## config.mk

```make
export PLATFORM = sky130hd
export DESIGN_NAME = instr_fetch_unit
export DESIGN_NICKNAME = d
export VERILOG_FILES = /design/src/rtl/instr_fetch_unit.sv
export SDC_FILE = /design/constraint.sdc
export NUM_CORES = 1
export LEC_CHECK = 0
export ABC_AREA = 1
export CORE_UTILIZATION = 30
export CTS_CLUSTER_DIAMETER = 120
export DETAILED_ROUTE_END_ITERATION = 8
export PLACE_DENSITY = 0.63
export SETUP_SLACK_MARGIN = 0.05
export SYNTH_ARGS = -nofsm -noshare
export SYNTH_HDL_FRONTEND = slang
export SYNTH_SLANG_ARGS = --single-unit
```

## constraint.sdc

```tcl
create_clock -name clk -period 3.15 [get_ports clk]
set_input_delay 0.315 -clock clk [delete_from_list [all_inputs] [get_ports clk]]
set_output_delay 0.315 -clock clk [all_outputs]
set_load 0.03 [all_outputs]
```

## src/rtl/instr_fetch_unit.sv

```systemverilog
// rtl/instr_fetch_unit.sv - instruction fetch unit: PC sequencing, memory fetch handshake, instruction register
//
// Purpose:
//   Three-state fetch/execute sequencer (IDLE -> FETCH -> EXEC -> FETCH ...).
//   FETCH requests the word at pc and waits for imem_ready. EXEC presents the
//   captured instruction and, once stall is low, advances pc to the
//   sequential, branch or jump target.
//
// Optional feature:
//   FETCH_TIMEOUT_EN - when defined, adds a 4-bit wait counter. After 16
//   consecutive FETCH cycles with imem_ready low, the sticky fetch_err flag
//   is set. When undefined, fetch_err is tied to 0.
//
// Ports:
//   clk         in   1   clock, rising edge
//   rst         in   1   asynchronous active-high reset
//   imem_req    out  1   instruction memory read request (FETCH only)
//   imem_addr   out  32  byte address of the requested word (= pc)
//   imem_ready  in   1   imem_rdata valid this cycle
//   imem_rdata  in   32  fetched instruction word
//   jump        in   1   jump taken
//   branch      in   1   current instruction is beq
//   alu_zero    in   1   ALU zero flag for beq
//   stall       in   1   hold the current instruction in EXEC
//   instr       out  32  captured instruction register
//   opcode      out  6   instr[31:26]
//   instr_valid out  1   instr is valid for execution
//   pc          out  32  address of instr
//   fetch_err   out  1   sticky fetch-timeout flag

module instr_fetch_unit #(
    parameter logic [31:0] RESET_PC = 32'h0000_0000
) (
    input  logic        clk,
    input  logic        rst,
    output logic        imem_req,
    output logic [31:0] imem_addr,
    input  logic        imem_ready,
    input  logic [31:0] imem_rdata,
    input  logic        jump,
    input  logic        branch,
    input  logic        alu_zero,
    input  logic        stall,
    output logic [31:0] instr,
    output logic [5:0]  opcode,
    output logic        instr_valid,
    output logic [31:0] pc,
    output logic        fetch_err
);

    typedef enum logic [1:0] {
        S_IDLE  = 2'd0,
        S_FETCH = 2'd1,
        S_EXEC  = 2'd2
    } state_t;

    state_t      state_q, state_d;
    logic [31:0] pc_q, pc_d;
    logic [31:0] instr_q, instr_d;
    logic        instr_valid_q, instr_valid_d;

    logic [31:0] pc_plus4;
    logic [31:0] branch_off;
    logic [31:0] jump_target;
    logic [31:0] next_pc;

    // ------------------------------------------------------------------
    // Next-PC computation (all arithmetic wraps modulo 2^32)
    // ------------------------------------------------------------------
    assign pc_plus4    = pc_q + 32'd4;
    // Word offset: sign-extended 16-bit immediate shifted left by two.
    assign branch_off  = {{14{instr_q[15]}}, instr_q[15:0], 2'b00};
    // Jump keeps the 256 MB region of the sequential address.
    assign jump_target = {pc_plus4[31:28], instr_q[25:0], 2'b00};

    always_comb begin
        next_pc = pc_plus4;
        if (jump) begin
            next_pc = jump_target;
        end else if (branch && alu_zero) begin
            next_pc = pc_plus4 + branch_off;
        end
    end

    // ------------------------------------------------------------------
    // Sequencer next-state logic
    // ------------------------------------------------------------------
    always_comb begin
        state_d       = state_q;
        pc_d          = pc_q;
        instr_d       = instr_q;
        instr_valid_d = instr_valid_q;
        case (state_q)
            S_IDLE: begin
                state_d = S_FETCH;
            end
            S_FETCH: begin
                if (imem_ready) begin
                    instr_d       = imem_rdata;
                    instr_valid_d = 1'b1;
                    state_d       = S_EXEC;
                end
            end
            S_EXEC: begin
                // While stalled everything holds, including control inputs.
                if (!stall) begin
                    pc_d          = next_pc;
                    instr_valid_d = 1'b0;
                    state_d       = S_FETCH;
                end
            end
            default: begin
                state_d = S_IDLE;
            end
        endcase
    end

    always_ff @(posedge clk or posedge rst) begin
        if (rst) begin
            state_q       <= S_IDLE;
            pc_q          <= RESET_PC;
            instr_q       <= 32'h0000_0000;
            instr_valid_q <= 1'b0;
        end else begin
            state_q       <= state_d;
            pc_q          <= pc_d;
            instr_q       <= instr_d;
            instr_valid_q <= instr_valid_d;
        end
    end

    // ------------------------------------------------------------------
    // Fetch timeout watchdog
    // ------------------------------------------------------------------
`ifdef FETCH_TIMEOUT_EN
    logic [3:0] wait_cnt_q, wait_cnt_d;
    logic       fetch_err_q, fetch_err_d;

    always_comb begin
        wait_cnt_d  = wait_cnt_q;
        fetch_err_d = fetch_err_q;
        if (state_q == S_FETCH && !imem_ready) begin
            // 16th consecutive wait: flag and restart the count; the
            // request itself keeps going unchanged.
            if (wait_cnt_q == 4'hF) begin
                fetch_err_d = 1'b1;
                wait_cnt_d  = 4'h0;
            end else begin
                wait_cnt_d  = wait_cnt_q + 4'h1;
            end
        end else begin
            wait_cnt_d = 4'h0;
        end
    end

    always_ff @(posedge clk or posedge rst) begin
        if (rst) begin
            wait_cnt_q  <= 4'h0;
            fetch_err_q <= 1'b0;
        end else begin
            wait_cnt_q  <= wait_cnt_d;
            fetch_err_q <= fetch_err_d;
        end
    end

    assign fetch_err = fetch_err_q;
`else
    assign fetch_err = 1'b0;
`endif

    // ------------------------------------------------------------------
    // Outputs
    // ------------------------------------------------------------------
    // Request decoded from the state register so reset drops it at once.
    assign imem_req    = (state_q == S_FETCH);
    assign imem_addr   = pc_q;
    assign pc          = pc_q;
    assign instr       = instr_q;
    assign opcode      = instr_q[31:26];
    assign instr_valid = instr_valid_q;

endmodule

```

==> results.md <==
- Status: completed
- Vias in the first global route: roughly 6500
- Slew @ Worst Pin: between 0.8 and 0.9 ns
- Crit path kind: reg -> reg
- Worst-skew pair later-pin latency: between 0.3 and 0.4 ns
- I/O pin total: 144
- Row count: 53
- Cells after synthesis: between 1000 and 1500
- Max cap viols: 0
- Setup crit start kind: flop
- Via count: approximately 7000
- # H-tree levels: 3
- Routed vias/inst: between 4 and 5
- Routed Antenna Nets: 0
- Fill count: around 2200
- Full die area: between 20000 and 25000 um2
- Gr usage total: 0.198
- Core area: between 20000 and 25000 um2
- Initial Utilization: 0.307
- Max Clock Freq: 334 MHz
- Post-synthesis average cell area: approximately 6.3 um2
- CP endpoint kind: flop
- Routed WL per cell: 15.0 um
- Slew Limit Fails: 0
- FF-to-FF path depth: 18
- Comb power frac: 0.747
- Cell family with most CP delay: simple AND/OR/NAND/NOR gates
- Initial antenna violation count: 0
- Die height: 149 um
- Seq cells post-synth: 65
- Diodes inserted: 0
- CP arrival: ~3.2 ns
- Clock power frac: 0.102
- TritonCTS clock tree: done
- Max VDD drop: about 0.7 mV
- Most used cell, CP: nand2_1
- Final setup violation count: 0
- Max incr delay on CP: 0.43 ns
- Placed Area: a little over 8000 um2
- I/O Buffers: ~140
- Die Width: roughly 150 um
- Worst flop-to-flop path startpoint: imem_addr[7]$_DFFE_PP0P_
- Cell Count Post-Placement: 1430
- Final Cell Area: approximately 9000 um2
- Final Cycle Share: 0.950
- P_sw: 6.14 mW
- Sequential share of power: 0.151
- Final nets: approximately 1300
- Reg2reg end: imem_addr[26]$_DFFE_PP0P_
- Hold Vio Cnt, Final: 0
- XOR/XNOR share of the synthesized area: 0.0257
- Dpl hpwl: 17400 um
- Setup Skew: roughly 0.01 ns
- Reg2reg setup slack: 0.16 ns
- Non-filler cells, final: 1464
- CP max stage cell: ha_1
- Multiplexer share of the synthesized area: 0.0521
- PwrDens: 1290 nW/um2
- Synth cell types: 41
- Seq/Total Area, Yosys: 0.251
- Net switching share of the total power: 0.530
- Main combinational cell family by area after synthesis: simple AND/OR/NAND/NOR gates
- Hold_buf cts: 0
- Ys Warns: 0
- CTS Buf Count: 9
- CP startpoint: imem_addr[7]$_DFFE_PP0P_
- Post-synthesis simple-gate area fraction: 0.375
- Initial drt markers: 470
- Routability cong.: slightly below 1
- CTS clk-pin slew, worst paths: around 0.06 ns
- Critical path buffers and inverters: 3
- Mapped Area: between 6000 and 7000 um2
- TritonRoute pass-1 iters: 7
- CP Max Fanout: 5
- Pleak: 4.47 nW
- Largest net degree at the start of global routing: 37
- WP data required: around 3.4 ns
- Worst-path cell chain: inv_1 > nor2_4 > nand3_2 > inv_2 > nand2_1 > xor2_1 > ha_1 > nand2_1 > inv_1 > nand2_1 > nor3_2 > nand3_1 > nand3_1 > nand2_1 > nand3_1 > nand2_1 > nand2_1 > nand2_1
- GR Overflow Total: 0
- Layout cells sized above 1: 0.172
- Final wirelength: between 20000 and 25000 um
- Total internal power: about 5.5 mW
- Commonest cells after routing, fill and taps aside: nand2_1 (331), inv_1 (144), clkdlybuf4s50_1 (138)
- Max-slew headroom: 0.425
- Fin crit period: 2.99 ns
- RSZ-0062 raised after global routing: true
- First-pass GRT wire length: ~34000 um
- Remaining DRCs: 0
- Most common cell after layout, fill and taps aside: nand2_1
- Compound-Gate Fraction of Synth Area: 0.0751
- Root Buffer: clkbuf_16
- Synth-to-Final Area Change: 38.5%
- Synth Area in Adders: 0.0745
- Hold crit path type: in -> async
- Clock buffer depth: 2
- CTS sink count: 65
==> per-stage QoR <==
step / hold slack, ns / utilization / setup WS, ns / setup TNS (ns) / power, mW
finish: 0.356 / 0.426 / 0.158 / 0 / 11.6
global route: 0.414 / 0.426 / -0.0152 / -0.0233 / 12.5
CTS: 0.370 / 0.406 / 0.00207 / 0 / 11.0
detailed placement: 0.466 / 0.388 / -0.0857 / -0.0889 / 9.76
global placement: 0.463 / 0.388 / -0.0462 / -0.0462 / 9.75
floorplan: 0.412 / - / 0.375 / 0 / 7.17
==> synth_stat cells, drive strengths merged <==
library cell | number | area [um2]
nand2 | 343 | 1290
inv | 149 | 559
nor2 | 107 | 432
nand3 | 78 | 395
dfrtp | 65 | 1630
buf | 47 | 337
a21oi | 41 | 209
ha | 37 | 463
o21ai | 32 | 160
mux2 | 30 | 338
xor2 | 16 | 140
nor3 | 15 | 96.4
clkbuf | 14 | 52.6
and2 | 9 | 56.3
nand4 | 9 | 56.3
o21bai | 5 | 37.5
or2 | 5 | 31.3
nand3b | 4 | 30.0
nor3b | 3 | 22.5
xnor2 | 3 | 26.3
a21o | 2 | 15.0
a22oi | 2 | 15.0
o211ai | 2 | 15.0
o22ai | 2 | 12.5
o31ai | 2 | 15.0
a21boi | 1 | 7.51
conb | 1 | 3.75
fa | 1 | 20.0
nor2b | 1 | 6.26
nor4 | 1 | 6.26
==> flip-flops by register name, indices dropped and copies added (netlist names) <==
name and cells:
imem_addr 30, instr 32, instr_valid 1, state_q 2
==> power by group through the flow <==
| stage | Combinational, mW | Clock, mW | Sequential (mW) |
|---|---|---|---|
| after global routing | 9.47 | 1.23 | 1.82 |
| after floorplan | 4.70 | 0 | 2.47 |
| final | 8.65 | 1.18 | 1.75 |
| after global placement | 8.02 | 0 | 1.74 |
| after detailed placement | 8.02 | 0 | 1.74 |
| after CTS | 8.10 | 1.19 | 1.73 |
==> cell type report <==
type	count	area, um2	share of cell area
Clock inverter	6	115	0.0128
Clock buffer	10	229	0.0255
Tap cell	275	344	0.0383
Timing Repair Buffer	203	1870	0.208
Multi-Input combinational cell	756	4220	0.470
Inverter	149	559	0.0623
Sequential cell	65	1640	0.183
==> how the worst max path moves through the flow <==
| stage | end | slack, ns | cells past startpoint |
|---|---|---|---|
| CTS | imem_addr[30]$_DFFE_PP0P_ | 0.002 | 20 |
| global placement | imem_addr[30]$_DFFE_PP0P_ | -0.05 | 18 |
| floorplan | imem_addr[30]$_DFFE_PP0P_ | 0.37 | 19 |
| global route | imem_addr[26]$_DFFE_PP0P_ | -0.02 | 18 |
| detailed placement | imem_addr[30]$_DFFE_PP0P_ | -0.09 | 19 |
| finish | imem_addr[26]$_DFFE_PP0P_ | 0.16 | 18 |
==> worst register-to-register path, stage by stage (launching register included) <==
cell and delay (ns):
dfrtp_1 0.39, inv_1 0.10, nor2_4 0.17, nand3_2 0.17, inv_2 0.14, nand2_1 0.08, xor2_1 0.16, ha_1 0.43
nand2_1 0.17, inv_1 0.10, nand2_1 0.12, nor3_2 0.24, nand3_1 0.17, nand3_1 0.12, nand2_1 0.05, nand3_1 0.10
nand2_1 0.08, nand2_1 0.06, nand2_1 0.04
==> layer usage <==
layer,routed length [um],global-route usage,up-vias
met1,9980,0.267,3234
met3,1250,0.0239,31
met2,10100,0.324,239
met4,624,0.0684,0
met5,0,0,-
li1,-,-,3490
==> what timing repair did <==
item	in CTS	in global routing
resized for setup	5	75
pin swaps	0	15
endpoints found under the setup margin	3	21
endpoints found under the hold margin	0	0
gates cloned	0	0
setup buffers	1	17
==> logic make-up (layout without fill, tap and decap cells) <==
group | count (synthesis) | in the layout
AOI/OAI and AO/OA | 89 | 89
xor gates and xnor gates | 19 | 19
adders and majority gates | 38 | 38
and+or+nand+nor | 575 | 575
DFF | 65 | 65
other | 1 | 5
muxes | 30 | 30
buffers and inverters | 210 | 368
No activity file was read; power rests on OpenSTA's default activity.
